### src/rtl/exhaustive_vector_sequencer.sv
// Exhaustive vector sequencer: sweeps every CUT input pattern in ascending
// order, holds each one for SETTLE_CYCLES, then captures the CUT response
// into a readable memory and folds it into a 16-bit MISR signature.
module exhaustive_vector_sequencer #(
  parameter int IN_WIDTH      = 3,
  parameter int OUT_WIDTH     = 2,
  parameter int SETTLE_CYCLES = 4
) (
  input  logic                 clk,
  input  logic                 rst_n,
  input  logic                 start,
  output logic [IN_WIDTH-1:0]  vec_out,
  output logic                 vec_valid,
  input  logic [OUT_WIDTH-1:0] resp_in,
  output logic                 busy,
  output logic                 done,
  output logic [IN_WIDTH:0]    vec_count,
  output logic [15:0]          signature,
  input  logic [IN_WIDTH-1:0]  rsp_rd_addr,
  output logic [OUT_WIDTH-1:0] rsp_rd_data
);

  localparam int NUM_VEC = 2**IN_WIDTH;
  localparam int CW      = $clog2(SETTLE_CYCLES + 1);

  typedef enum logic [1:0] {S_IDLE, S_DRIVE, S_DONE} state_t;

  state_t                state_q, state_d;
  logic [IN_WIDTH-1:0]   vec_q, vec_d;
  logic [CW-1:0]         cnt_q, cnt_d;
  logic [IN_WIDTH:0]     count_q, count_d;
  logic [15:0]           sig_q, sig_d;
  logic [OUT_WIDTH-1:0]  mem_q [NUM_VEC];
  logic [OUT_WIDTH-1:0]  mem_d [NUM_VEC];
  logic [15:0]           resp_ext;
  logic                  fb;

  // Next-state: start handling, settle counting and response capture.
  always_comb begin
    state_d  = state_q;
    vec_d    = vec_q;
    cnt_d    = cnt_q;
    count_d  = count_q;
    sig_d    = sig_q;
    mem_d    = mem_q;
    resp_ext = '0;
    resp_ext[OUT_WIDTH-1:0] = resp_in;
    fb       = sig_q[15] ^ sig_q[14] ^ sig_q[12] ^ sig_q[3];
    case (state_q)
      S_IDLE, S_DONE: begin
        if (start) begin
          state_d = S_DRIVE;
          vec_d   = '0;
          cnt_d   = '0;
          count_d = '0;
          sig_d   = 16'hFFFF;
        end
      end
      S_DRIVE: begin
        if (cnt_q == CW'(SETTLE_CYCLES - 1)) begin
          mem_d[vec_q] = resp_in;
          sig_d        = {sig_q[14:0], fb} ^ resp_ext;
          count_d      = count_q + (IN_WIDTH+1)'(1);
          cnt_d        = '0;
          if (vec_q == '1) state_d = S_DONE;
          else             vec_d   = vec_q + IN_WIDTH'(1);
        end else begin
          cnt_d = cnt_q + CW'(1);
        end
      end
      default: state_d = S_IDLE;
    endcase
  end

  // State and datapath registers; reset abandons any sweep in progress.
  always_ff @(posedge clk or negedge rst_n) begin
    if (!rst_n) begin
      state_q <= S_IDLE;
      vec_q   <= '0;
      cnt_q   <= '0;
      count_q <= '0;
      sig_q   <= 16'hFFFF;
      for (int unsigned i = 0; i < NUM_VEC; i++) mem_q[i] <= '0;
    end else begin
      state_q <= state_d;
      vec_q   <= vec_d;
      cnt_q   <= cnt_d;
      count_q <= count_d;
      sig_q   <= sig_d;
      mem_q   <= mem_d;
    end
  end

  assign vec_out     = vec_q;
  assign vec_valid   = (state_q == S_DRIVE);
  assign busy        = (state_q == S_DRIVE);
  assign done        = (state_q == S_DONE);
  assign vec_count   = count_q;
  assign signature   = sig_q;
  assign rsp_rd_data = mem_q[rsp_rd_addr];

endmodule

### config.mk
export PLATFORM = sky130hd
export DESIGN_NAME = exhaustive_vector_sequencer
export DESIGN_NICKNAME = d
export VERILOG_FILES = /design/src/rtl/exhaustive_vector_sequencer.sv
export SDC_FILE = /design/constraint.sdc
export NUM_CORES = 1
export LEC_CHECK = 0
export CORE_MARGIN = 8
export CORE_UTILIZATION = 47
export DETAILED_ROUTE_END_ITERATION = 7
export PLACE_DENSITY = 0.82
export SKIP_CTS_REPAIR_TIMING = 1
export SLEW_MARGIN = 20
export SYNTH_ARGS = -nofsm -noshare
export SYNTH_HDL_FRONTEND = slang
export SYNTH_SLANG_ARGS = --single-unit
### constraint.sdc
create_clock -name clk -period 1.4 [get_ports clk]
set_input_delay 0.35 -clock clk [delete_from_list [all_inputs] [get_ports clk]]
set_output_delay 0.35 -clock clk [all_outputs]
set_load 0.01 [all_outputs]
==> run summary <==
Status: finished, violations left
Failing checks: hold timing, setup timing
Syn_area_per_cell: 11.7 sq um
WL final: 6230 um
Final worst slack: -0.527 ns
R2r startpoint: state_q[1]
CTS tree: yes
Flops & latches, synth: 44
Drt pass-1 iters: 4
Die X: 83.6 um
GRT overflow: 0
IO Count: 36
CTS H-tree depth: 2
DR vias: 1756
CTS root buffer: clkbuf_8
Worst Tran Pin Value: 0.373 ns
# rows: 24
Synth Area in Compound Gates: 8.69%
Tot GR Track Use: 15.4%
Share of cells above drive strength 1: 53.0%
Core Box Area: 4380 sq um
Distinct cells, synth: 36
Clk_skew: 0.0133 ns
Setup-failing EPs final: 34
Max layer used: met4
Crit Path Category: reg -> out
Gate Count Post-Synth: 183
Top_reg_cell synth: dfrtp_1
Comb power frac: 58.4%
Hpwl dp: 3610 um
Clock power share: 12.2%
Maxcap violations: 0
RSZ-0062 raised after global routing: true
Post-Synth XOR/XNOR Area: 2.27%
Via/cell ratio: 5.56
Residual DRC: 0
Mapped Area: 2150 sq um
Largest net degree at the start of global routing: 45
Switching Share: 35.8%
Antenna diodes: 0
Maximum clock path buffer count: 2
Worst Hold Class: in -> async
Critical Path AT: 1.58 ns
Met3 wire len: 294 um
Later-pin clock latency in the skew report: 0.31 ns
Die ar.: 6980 sq um
Worst-path maximum fanout: 2
Ys async rst share: 100%
Final GP Congestion: 0.764
Post-synth net total: 195
Lkg Pwr: 1.72 nW
Fillers: 266
CP endpoint kind: primary output
Worst hold slack: -0.00496 ns
Mux cell area share after synthesis: 14.0%
CP startpoint: mem_q[3]
Sequential area share after synthesis: 52.2%
EDFF count, synth: 0
First-pass GRT wire length: 8770 um
Critical Path Source Type: register
Fin. Hold Viols: 3
R2R cell count: 5
Pwr per Cell Area: 2500 nW/um^2
Fin. max-slew vios: 0
Pre-CTS WS: -1.21 ns
Worst-path clk slew: 0.09 ns
Post-route ant nets: 0
Sequential share of power: 29.4%
Multi-input logic area: 1120 sq um
Worst R2R End: mem_q[14]
Port Buf Inserts: 35
Slew headroom: 75.1%
Area growth syn-to-layout: 55.9%
DR WL/cell: 19.7 um
Overall power: 8.37 mW
Flop-to-flop setup slack: -0.38 ns
Cell internal pwr: 5.37 mW
Period utilization: 138%
Initial antenna violation count: 0
Psw: 3.00 mW
Adder-Cell Fraction of Synth Area: 2.33%
Die Ht: 83.6 um
Starting Density: 48.9%
Synth Area in Simple Gates: 16.6%
FF/Latch Area: 1120 sq um
Clk sinks: 44
Largest family of logic cells by synthesized area: simple AND/OR/NAND/NOR gates
Period minus WS final: 1.93 ns
M1 WL: 2570 um
Initial DRC count: 78
Fin nets: 275
Vias in the first global route: 1755
Metal2 WL: 3240 um
Total CTS buffers: 5
Peak VDD IR: 0.00138 V
Synth warn: 0
Worst EP required: 1.05 ns
Fmax: 519 MHz
power groups by stage:
stage                     Combinational, mW  Sequential (mW)  Clock (mW)
after CTS                              3.78             2.47        1.01
after detailed placement               3.73             2.47           0
after global placement                 3.57             2.44           0
after floorplan                        1.85             2.55           0
after global routing                   5.22             2.53        1.08
final                                  4.89             2.46        1.02
layout make-up:
type / count / area share, %
Sequential cell: 44 / 33.6
Multi-Input combinational cell: 123 / 33.4
Timing Repair Buffer: 87 / 27.4
Clock buffer: 5 / 2.06
Tap cell: 52 / 1.94
Clock inverter: 3 / 1.35
Inverter: 2 / 0.224
through the flow:
step	std cells	util, %	TNS (ns)	area [sq um]
global route	316	76.3	-8.48	3350
detailed placement	292	64.6	-8.85	2830
global placement	292	64.6	-6.75	2830
CTS	300	67.2	-14.60	2940
floorplan	183	-	-0.706	2190
finish	316	76.3	-6.96	3350
cell usage after synthesis (2+ instances only):
| cell | count | area (sq um) |
|---|---|---|
| mux2_4 | 2 | 30.0 |
| nor2b_1 | 3 | 18.8 |
| xnor2_1 | 3 | 26.3 |
| o211ai_1 | 3 | 22.5 |
| buf_4 | 3 | 22.5 |
| a22o_1 | 3 | 26.3 |
| inv_1 | 2 | 7.51 |
| buf_2 | 3 | 15.0 |
| clkbuf_1 | 6 | 22.5 |
| nand2b_1 | 2 | 12.5 |
| or3_1 | 2 | 12.5 |
| nor2_1 | 3 | 11.3 |
| o21ai_0 | 21 | 105 |
| mux4_2 | 4 | 90.1 |
| nand3_1 | 3 | 15.0 |
| nand2_1 | 35 | 131 |
| dfrtp_1 | 28 | 701 |
| nand4b_1 | 2 | 17.5 |
| dfstp_2 | 16 | 420 |
| a21oi_1 | 4 | 20.0 |
| ha_1 | 4 | 50.1 |
| nor4b_2 | 2 | 30.0 |
| mux2_2 | 16 | 180 |
how the worst max path moves through the flow:
stage	endpoint	slack, ns	cells past startpoint
after floorplan	mem_q[10]	-0.06	4
after global placement	rsp_rd_data[0]	-1.19	4
after detailed placement	rsp_rd_data[1]	-1.21	4
after CTS	rsp_rd_data[1]	-1.22	4
after global routing	rsp_rd_data[1]	-0.58	3
final	rsp_rd_data[1]	-0.53	3
cell usage in the layout, fill, tap and decap left out, types with 3 or more instances in the layout:
| master | instances |
|---|---|
| a22o_1 | 3 |
| buf_12 | 6 |
| buf_2 | 3 |
| buf_4 | 32 |
| buf_6 | 13 |
| clkbuf_2 | 5 |
| clkbuf_8 | 5 |
| clkdlybuf4s50_1 | 4 |
| dfrtp_1 | 26 |
| dfstp_2 | 16 |
| dlymetal6s2s_1 | 20 |
| ha_1 | 3 |
| mux2_2 | 3 |
| mux2_4 | 15 |
| mux4_2 | 4 |
| nand2_1 | 35 |
| nor2_1 | 3 |
| o211ai_1 | 3 |
| o21ai_1 | 7 |
| o21ai_2 | 14 |
| xnor2_1 | 3 |
cell families (layout without fill, tap and decap cells):
logic type	Yosys count	count (layout)
mux	22	22
buf+inv	16	97
xor+xnor	4	4
compound gates	33	33
fa+ha+maj	4	4
flops	44	44
simple gates	60	60
critical path: stages (launching register included):
cell	delay (ns)
dfrtp_1	0.39
mux4_2	0.47
mux2_4	0.29
buf_6	0.12
routing by layer:
layer | global-route usage [%] | vias up
met5 | 0 | -
met3 | 5.27 | 9
li1 | - | 806
met1 | 18.1 | 899
met2 | 25.0 | 42
met4 | 5.97 | 0
registers in the layout, indices dropped and copies added (netlist names):
register / cells
signature: 16
cnt_q: 3
mem_q: 16
vec_count: 4
vec_out: 3
state_q: 2
Power figures use the tool's default switching activity.
